### config.mk
export PLATFORM = sky130hd
export DESIGN_NAME = pe_ctx_seq
export DESIGN_NICKNAME = d
export VERILOG_FILES = /design/src/rtl/pe_ctx_seq.sv
export SDC_FILE = /design/constraint.sdc
export NUM_CORES = 2
export LEC_CHECK = 0
export BUFFER_PORTS_ARGS = -buffer_cell sky130_fd_sc_hd__buf_2
export CORE_ASPECT_RATIO = 2
export CORE_MARGIN = 4
export CORE_UTILIZATION = 30
export CTS_CLUSTER_SIZE = 40
export DETAILED_ROUTE_END_ITERATION = 6
export PLACE_DENSITY = 0.52
export SETUP_SLACK_MARGIN = 0.1
export SYNTH_ARGS = -nofsm -noshare
export SYNTH_HDL_FRONTEND = slang
export SYNTH_SLANG_ARGS = --single-unit
### constraint.sdc
create_clock -name clk -period 34.4 [get_ports clk]
set_input_delay 6.88 -clock clk [delete_from_list [all_inputs] [get_ports clk]]
set_output_delay 6.88 -clock clk [all_outputs]
set_load 0.02 [all_outputs]
### src/rtl/pe_ctx_seq.sv
// Self-sequencing CGRA processing element: steps through NCTX local contexts for a
// programmed iteration count. Optional `stall` input when PE_CTX_STALL_EN is defined.
module pe_ctx_seq #(
  parameter int unsigned DW     = 32,
  parameter int unsigned NREG   = 4,
  parameter int unsigned NCTX   = 8,
  localparam int unsigned SW     = $clog2(6 + NREG),
  localparam int unsigned RW     = $clog2(NREG),
  localparam int unsigned CW     = $clog2(NCTX),
  localparam int unsigned INST_W = 4 + 2 * SW + 1 + RW + 5
) (
  input  logic              clk,
  input  logic              rst,
  input  logic [DW-1:0]     din_N,
  input  logic [DW-1:0]     din_S,
  input  logic [DW-1:0]     din_W,
  input  logic [DW-1:0]     din_E,
  input  logic [DW-1:0]     din_LSU,
  input  logic              cfg_we,
  input  logic [CW-1:0]     cfg_addr,
  input  logic [INST_W-1:0] cfg_data,
  input  logic              start,
  input  logic [CW-1:0]     last_ctx,
  input  logic [15:0]       iter_cnt,
`ifdef PE_CTX_STALL_EN
  input  logic              stall,
`endif
  output logic              busy,
  output logic              done,
  output logic [DW-1:0]     dout_N,
  output logic [DW-1:0]     dout_S,
  output logic [DW-1:0]     dout_W,
  output logic [DW-1:0]     dout_E,
  output logic [DW-1:0]     dout_LSU
);

  localparam int unsigned NSRC = 6 + NREG;
  localparam int unsigned SHW  = $clog2(DW);
  localparam logic [CW-1:0] LastMax = CW'(NCTX - 1);
  localparam logic [SW:0]   NSrcW   = (SW + 1)'(NSRC);
  localparam logic [RW:0]   NRegW   = (RW + 1)'(NREG);

  typedef enum logic {StIdle, StRun} state_e;

  state_e            state_q, state_d;
  logic [CW-1:0]     pc_q, pc_d;
  logic [CW-1:0]     last_q, last_d;
  logic [15:0]       iter_q, iter_d;
  logic              done_q, done_d;
  logic [DW-1:0]     res_q;
  logic [DW-1:0]     rf_q   [NREG];
  logic [DW-1:0]     dout_q [5];
  logic [INST_W-1:0] ctx_mem [NCTX];

  logic              stall_w;
  logic              exec;
  logic [INST_W-1:0] inst;
  logic [3:0]        op;
  logic [SW-1:0]     sel_a, sel_b;
  logic              wen;
  logic [RW-1:0]     wreg;
  logic [4:0]        omask;
  logic [DW-1:0]     src [NSRC];
  logic [DW-1:0]     opnd_a, opnd_b, fu;

`ifdef PE_CTX_STALL_EN
  assign stall_w = stall;
`else
  assign stall_w = 1'b0;
`endif

  assign exec = (state_q == StRun) && !stall_w;
  assign busy = (state_q == StRun);
  assign done = done_q;

  assign dout_N   = dout_q[0];
  assign dout_S   = dout_q[1];
  assign dout_W   = dout_q[2];
  assign dout_E   = dout_q[3];
  assign dout_LSU = dout_q[4];

  // Context word, MSB first: op, srcA, srcB, wen, wreg, omask.
  assign inst  = ctx_mem[pc_q];
  assign op    = inst[INST_W-1 -: 4];
  assign sel_a = inst[INST_W-5 -: SW];
  assign sel_b = inst[INST_W-5-SW -: SW];
  assign wen   = inst[5+RW];
  assign wreg  = inst[5 +: RW];
  assign omask = inst[4:0];

  always_comb begin
    src[0] = din_N;
    src[1] = din_S;
    src[2] = din_W;
    src[3] = din_E;
    src[4] = din_LSU;
    src[5] = res_q;
    for (int k = 0; k < NREG; k++) begin
      src[6+k] = rf_q[k];
    end
  end

  // Unused select codes read as zero.
  assign opnd_a = ({1'b0, sel_a} < NSrcW) ? src[sel_a] : '0;
  assign opnd_b = ({1'b0, sel_b} < NSrcW) ? src[sel_b] : '0;

  always_comb begin
    fu = '0;
    case (op)
      4'd0:    fu = opnd_a + opnd_b;
      4'd1:    fu = opnd_a - opnd_b;
      4'd2:    fu = opnd_a * opnd_b;
      4'd3:    fu = opnd_a & opnd_b;
      4'd4:    fu = opnd_a | opnd_b;
      4'd5:    fu = opnd_a ^ opnd_b;
      4'd6:    fu = opnd_a << opnd_b[SHW-1:0];
      4'd7:    fu = opnd_a >> opnd_b[SHW-1:0];
      4'd8:    fu = opnd_a;
      default: fu = '0;
    endcase
  end

  always_comb begin
    state_d = state_q;
    pc_d    = pc_q;
    last_d  = last_q;
    iter_d  = iter_q;
    done_d  = 1'b0;
    unique case (state_q)
      StIdle: begin
        if (start) begin
          pc_d    = '0;
          last_d  = (last_ctx > LastMax) ? LastMax : last_ctx;
          iter_d  = (iter_cnt == 16'd0) ? 16'd1 : iter_cnt;
          state_d = StRun;
        end
      end
      StRun: begin
        if (exec) begin
          if (pc_q == last_q) begin
            pc_d   = '0;
            iter_d = iter_q - 16'd1;
            if (iter_q == 16'd1) begin
              state_d = StIdle;
              done_d  = 1'b1;
            end
          end else begin
            pc_d = pc_q + CW'(1);
          end
        end
      end
      default: state_d = StIdle;
    endcase
  end

  always_ff @(posedge clk or posedge rst) begin
    if (rst) begin
      state_q <= StIdle;
      pc_q    <= '0;
      last_q  <= '0;
      iter_q  <= '0;
      done_q  <= 1'b0;
      res_q   <= '0;
      for (int k = 0; k < NREG; k++) rf_q[k] <= '0;
      for (int o = 0; o < 5; o++) dout_q[o] <= '0;
    end else begin
      state_q <= state_d;
      pc_q    <= pc_d;
      last_q  <= last_d;
      iter_q  <= iter_d;
      done_q  <= done_d;
      if (exec) begin
        res_q <= fu;
        if (wen && ({1'b0, wreg} < NRegW)) rf_q[wreg] <= fu;
        for (int o = 0; o < 5; o++) begin
          if (omask[o]) dout_q[o] <= fu;
        end
      end
    end
  end

  // Context memory is not reset; writes are only accepted while idle.
  always_ff @(posedge clk) begin
    if (cfg_we && (state_q == StIdle) && (cfg_addr <= LastMax)) begin
      ctx_mem[cfg_addr] <= cfg_data;
    end
  end

endmodule

Word-level counts from Yosys, hierarchy flattened
Memories as Yosys holds them, arrays and structs flattened. Index checks and enable logic that the tools add are counted.

Bits in writable memories: 160. Register bits after elaboration: 344. Memories kept: 1. Input bits: 206. Output and inout port bits: 162.

Memory list: ctx_mem (depth 8, bits a word 20, read ports 1, clocked after Yosys merged registers in 0, wr ports 1, line 53) `logic [INST_W-1:0] ctx_mem [NCTX];`.

Multiplexer cells: 29. Bitwise operators: 7. Order comparisons: 8. $mul: 1. Add/sub/neg operators: 4. Shift operators: 2. Eq/ne operators: 12. Reduce and logical (&&, ||, !) cells: 13.

Operator list (count): 32-bit case mux with 9 select lines (1); 32-bit binary-select mux with 4-bit select (2); 32-bit two-way mux (7); 128-bit bitwise mux (1); 32-bit demux with 2-bit select (1); 16-bit two-way mux (3); 32-bit adder (1); 32-bit AND (1); 32-bit by 32-bit multiplier with 32-bit output (1); 32-bit OR (1); 16-bit case mux with 2 select lines (1); 32-bit by 5-bit << shifter with 32-bit output (1); 32-bit by 5-bit >> shifter with 32-bit output (1); 32-bit subtractor (1); 32-bit bitwise XOR (1); 16-bit by 1-bit equality test with 1-bit output (second input constant) (1); 4-bit by 3-bit equality test with 1-bit output (second input constant) (4); 16-bit zero test (1); 2-bit AND reduction (8); 16-bit by 1-bit subtractor with 16-bit output (second input constant) (1); 5-bit greater-or-equal comparator (second input constant) (2); 4-bit inverter with 5-bit output (2); 3-bit two-way mux (3); 4-bit by 2-bit equality test with 1-bit output (second input constant) (2); 18 further kinds (28).

Longest topological paths before layout
An unclocked memory read counts as a cell.

Word-level depth: 9. Depth in mapped cells: 46. Mapped depth without buffers: 37.

Least setup slack after synthesis
No wires, ideal clock.

Path kind: input to register. Start point: input din_LSU[2]. End point: register res_q[30]. Data required time: 34258 ps. Data arrival time: 15607 ps. Cell stages on the path: 33. Slack: 18651 ps. Cells stage by stage: mux2i_1 > mux2i_1 > mux2_2 > a21oi_1 > buf_2 > buf_2 > buf_2 > clkbuf_1 > buf_1 > clkbuf_1 > nor2_1 > fa_1 > fa_1 > fa_1 > inv_1 > fa_1 > inv_1 > fa_1 > fa_1 > fa_1 > fa_1 > ha_1 > clkbuf_1 > a21o_1 > a21o_1 > a2111o_1 > a41o_1 > a31oi_1 > o21ai_0 > xnor2_1 > nor2_1 > a2111oi_4 > a21oi_1.

Longest elaborated chain between the ends: 6.

Ends and longest elaborated chain: start, declared (line 18) `input logic [DW-1:0] din_LSU,`; 32-bit binary-select mux with 4-bit select, on equally long branches (line 104, 105); 32-bit two-way mux, on equally long branches (3 in a row) (line 104, 105); 32-bit by 32-bit multiplier with 32-bit output, or another cell as far along (line 112) `4'd2: fu = opnd_a * opnd_b;`; 32-bit case mux with 9 select lines (*) (line 109) `case (op)`; end signal, assigned (line 173) `res_q <= fu;`; end, declared (line 50) `logic [DW-1:0] res_q;`.

Every way passes the cells marked *; elsewhere a longest branch is shown, timed or not. The select of a mux whose other input is x is not followed. A chain may end at the register's enable or synchronous reset.

Worst setup path after layout
Start point: input din_W[11]. End point: register dout_q (netlist bit dout_W[25]).

Longest elaborated chain between the ends: 6.

Ends and longest elaborated chain: start, declared (line 16) `input logic [DW-1:0] din_W,`; 32-bit binary-select mux with 4-bit select, on equally long branches (line 104, 105); 32-bit two-way mux, on equally long branches (3 in a row) (line 104, 105); 32-bit by 32-bit multiplier with 32-bit output, or another cell as far along (line 112); 32-bit case mux with 9 select lines (*) (line 109); end signal, assigned by index (line 176) `if (omask[o]) dout_q[o] <= fu;`; end, declared (line 52) `logic [DW-1:0] dout_q [5];`.

Marked as above.

==> impl_metrics.env <==
export IMPL_wl_per_cell_um=30.52
export IMPL_drv_cap=0
export IMPL_dp_cells=7222
export IMPL_rr_startpoint="pc_q[1]"
export IMPL_die_x_um=291.6
export IMPL_viasPerCell=5.565
export IMPL_gp_congestion=1.045
export IMPL_max_stage_delay_ns=1.02
export IMPL_htreeDepth=2
export IMPL_yosys_warnings=0
export IMPL_criticalPathCategory="primary input to register"
export IMPL_grt_usage_pct=25.83
export IMPL_tightest_slew_ns=1.321
export IMPL_first_pass_iters=6
export IMPL_synth_simple_gate_area_share_pct=12.18
export IMPL_setup_violations=0
export IMPL_slew_headroom_pct=11.00
export IMPL_grt_pass1_wl_um=313200
export IMPL_dp_hpwl_um=171200
export IMPL_wl_met1_um=69410
export IMPL_period_share_pct=48.22
export IMPL_avgSynthCellArea_um2=9.799
export IMPL_async_flop_share_pct=68.25
export IMPL_syn_inst=4924
export IMPL_synth_edf_count=160
export IMPL_cts_tree="built"
export IMPL_hp_start="dout_S[25]"
export IMPL_critPathMaxFanout=17
export IMPL_clock_latency_ns=0.67
export IMPL_cp_arrival_ns=17.05
export IMPL_initial_core_util_pct=30.24
export IMPL_synthDistinctLibCells=110
export IMPL_fillers=16672
export IMPL_fmax_ghz=0.06028
export IMPL_dieArea_mm2=0.1677
export IMPL_muxShareOfSynthArea_pct=16.88
export IMPL_overflow=0
export IMPL_multi_input_area_mm2=0.03154
export IMPL_cp_slowest_cell="clkinv_1"
export IMPL_top_layer="met5"
export IMPL_drtIter0Drc=2909
export IMPL_synth_area_mm2=0.04825
export IMPL_drc_errors=0
export IMPL_ant_nets=0
export IMPL_synth_xor_area_share_pct=2.725
export IMPL_postCtsSetupBuffers=0
export IMPL_ys_seq_area_share_pct=27.80
export IMPL_synth_top_family_by_area="adder cells"
export IMPL_rows=207
export IMPL_synthToLayoutAreaGrowth_pct=11.81
export IMPL_final_net_count=6015
export IMPL_crit_start="din_W[11]"
export IMPL_final_seq_area_mm2=0.01342
export IMPL_clock_sinks=504
export IMPL_skew_ns=0.05259
export IMPL_ctsResizeCount=0
export IMPL_status="finished, final reports clean"
export IMPL_vias=40676
export IMPL_die_h_um=575.2
export IMPL_synthFlopType="dfrtp_1"
export IMPL_fin_util_pct=33.82
export IMPL_synthAdderAreaFrac_pct=22.75
export IMPL_dp_slack_ns=17.42
export IMPL_route_met2_wl_um=112300
export IMPL_layout_min_cycle_time_ns=16.59
export IMPL_holdBufCountCts=0
export IMPL_drt_wl_total_um=223100
export IMPL_synth_compound_area_share_pct=10.38
export IMPL_grt_max_degree=138
export IMPL_clk_pin_slew_ns=0.07
export IMPL_finalHoldViolations=0
export IMPL_cts_root_buf="clkbuf_16"
export IMPL_setup_tns_ns=0
export IMPL_port_buffers=367
export IMPL_met3_length_um=12350
export IMPL_maxSlewViolCount=0
export IMPL_rsz0062_at_grt="false"
export IMPL_crit_required_ns=34.87
export IMPL_start_kind="primary input"
export IMPL_clk_path_buf_depth=3
export IMPL_core_mm2=0.1595
export IMPL_fin_cells=7309
export IMPL_ios=368
export IMPL_critPathCaptureType="register"
export IMPL_grt_antenna_before_repair=24
export IMPL_grt_pass1_vias=43092
export IMPL_ys_ff_latch=504
export IMPL_cp_common_cell="fa_1"
export IMPL_min_delay_path_class="register to register"
export IMPL_fin_ws_ns=17.81
export IMPL_synth_nets=5762
export IMPL_cts_inserted_buffers=42
export IMPL_drive_gt1_share_pct=20.14
[per-layer routing]
metal / global-route usage (%) / up-vias
li1: - / 17257
met1: 24.41 / 20650
met2: 46.08 / 1897
met3: 3.902 / 864
met4: 26.54 / 8
met5: 0 / -
[path summary, 6_finish.rpt]
kind | slack, ns | cells past startpoint | endpoint
max in group asynchronous | 26.03 | 4 | busy
min in group asynchronous | 6.31 | 2 | dout_N[17]
worst min-delay path | 0.48 | 2 | dout_S[25]
worst min register to register | 0.48 | 2 | dout_S[25]
worst max-delay path | 17.81 | 27 | dout_W[25]
worst max register to register | 20.46 | 31 | dout_W[25]
[worst max-delay path, delay by kind of cell]
| kind | cells | cell delay, ns |
|---|---|---|
| XOR/XNOR | 1 | 0.23 |
| multiplexers | 1 | 0.14 |
| buffers and inverters | 6 | 1.33 |
| adder cells (fa/ha/maj) | 9 | 4.34 |
| AND/OR/NAND/NOR | 3 | 0.62 |
| AO/OA/AOI/OAI | 7 | 3.48 |
[layout make-up]
| class | count | share of cell area (%) |
|---|---|---|
| multi-input cells | 3614 | 58.45 |
| inverters | 496 | 3.467 |
| clock inverters | 25 | 0.6772 |
| diodes | 10 | 0.04638 |
| flip-flops and latches | 504 | 24.87 |
| clock buffers | 51 | 2.069 |
| repair buffers | 519 | 5.566 |
| well taps | 2090 | 4.847 |
[sequential cells by signal (all words and copies together), names as in the netlist]
name and count:
busy 1, dout_N 32, dout_W 32, dout_E 32
rf_q 128, iter_q 16, ctx_mem 160, last_q 3
dout_S 32, dout_LSU 32, res_q 32, pc_q 3
done 1
[kinds of logic (layout without fill, tap and decap cells)]
group           after synthesis  after routing
fa+ha+maj                   632            632
xor+xnor                    143            143
compound gates              714            714
mux                         710            710
flops                       504            504
buf+inv                     806           1091
other cells                   0             10
simple gates               1415           1415
[metrics by stage]
stage                     hold WS, ns  area [µm²]
after detailed placement       0.4675       52440
after CTS                      0.4840       53920
after global routing           0.5079       53940
after global placement         0.4600       52440
final                          0.4808       53950
after floorplan                0.4665       48250
[Yosys cell counts, types with 28 or more instances]
master | count | area, µm²
inv_1 | 466 | 1749
buf_4 | 29 | 217.7
nor3_1 | 45 | 225.2
mux2i_1 | 331 | 3313
mux2_2 | 298 | 3356
nor2_1 | 474 | 1779
buf_2 | 65 | 325.3
fa_1 | 409 | 8188
dfrtp_1 | 344 | 8608
a221oi_1 | 29 | 254.0
o21ai_0 | 132 | 660.6
a31oi_1 | 32 | 200.2
xnor2_1 | 104 | 910.9
o21ai_1 | 41 | 205.2
mux4_2 | 48 | 1081
edfxtp_1 | 160 | 4805
clkbuf_1 | 153 | 574.3
a21o_1 | 43 | 322.8
a21oi_1 | 136 | 680.7
buf_6 | 33 | 371.6
a211oi_1 | 39 | 292.8
o22ai_1 | 28 | 175.2
mux2_1 | 28 | 315.3
ha_1 | 223 | 2790
nand2_1 | 668 | 2507
nand3_1 | 88 | 440.4
xor2_1 | 34 | 297.8
[placed cells by master (no fill, tap or decap), types with 133 or more instances in the layout]
cell type / netlist / routed
mux2i_1: 331 / 330
fa_1: 409 / 409
mux2_2: 298 / 298
a21oi_1: 136 / 133
nor2_1: 474 / 469
inv_1: 466 / 464
nand2_1: 668 / 662
dfrtp_1: 344 / 341
buf_2: 65 / 367
edfxtp_1: 160 / 160
ha_1: 223 / 223
buf_4: 29 / 150
Power is left out: the tool's default activity adds up to more than one toggle a clock period on the data nets, which glitch-free logic cannot reach.
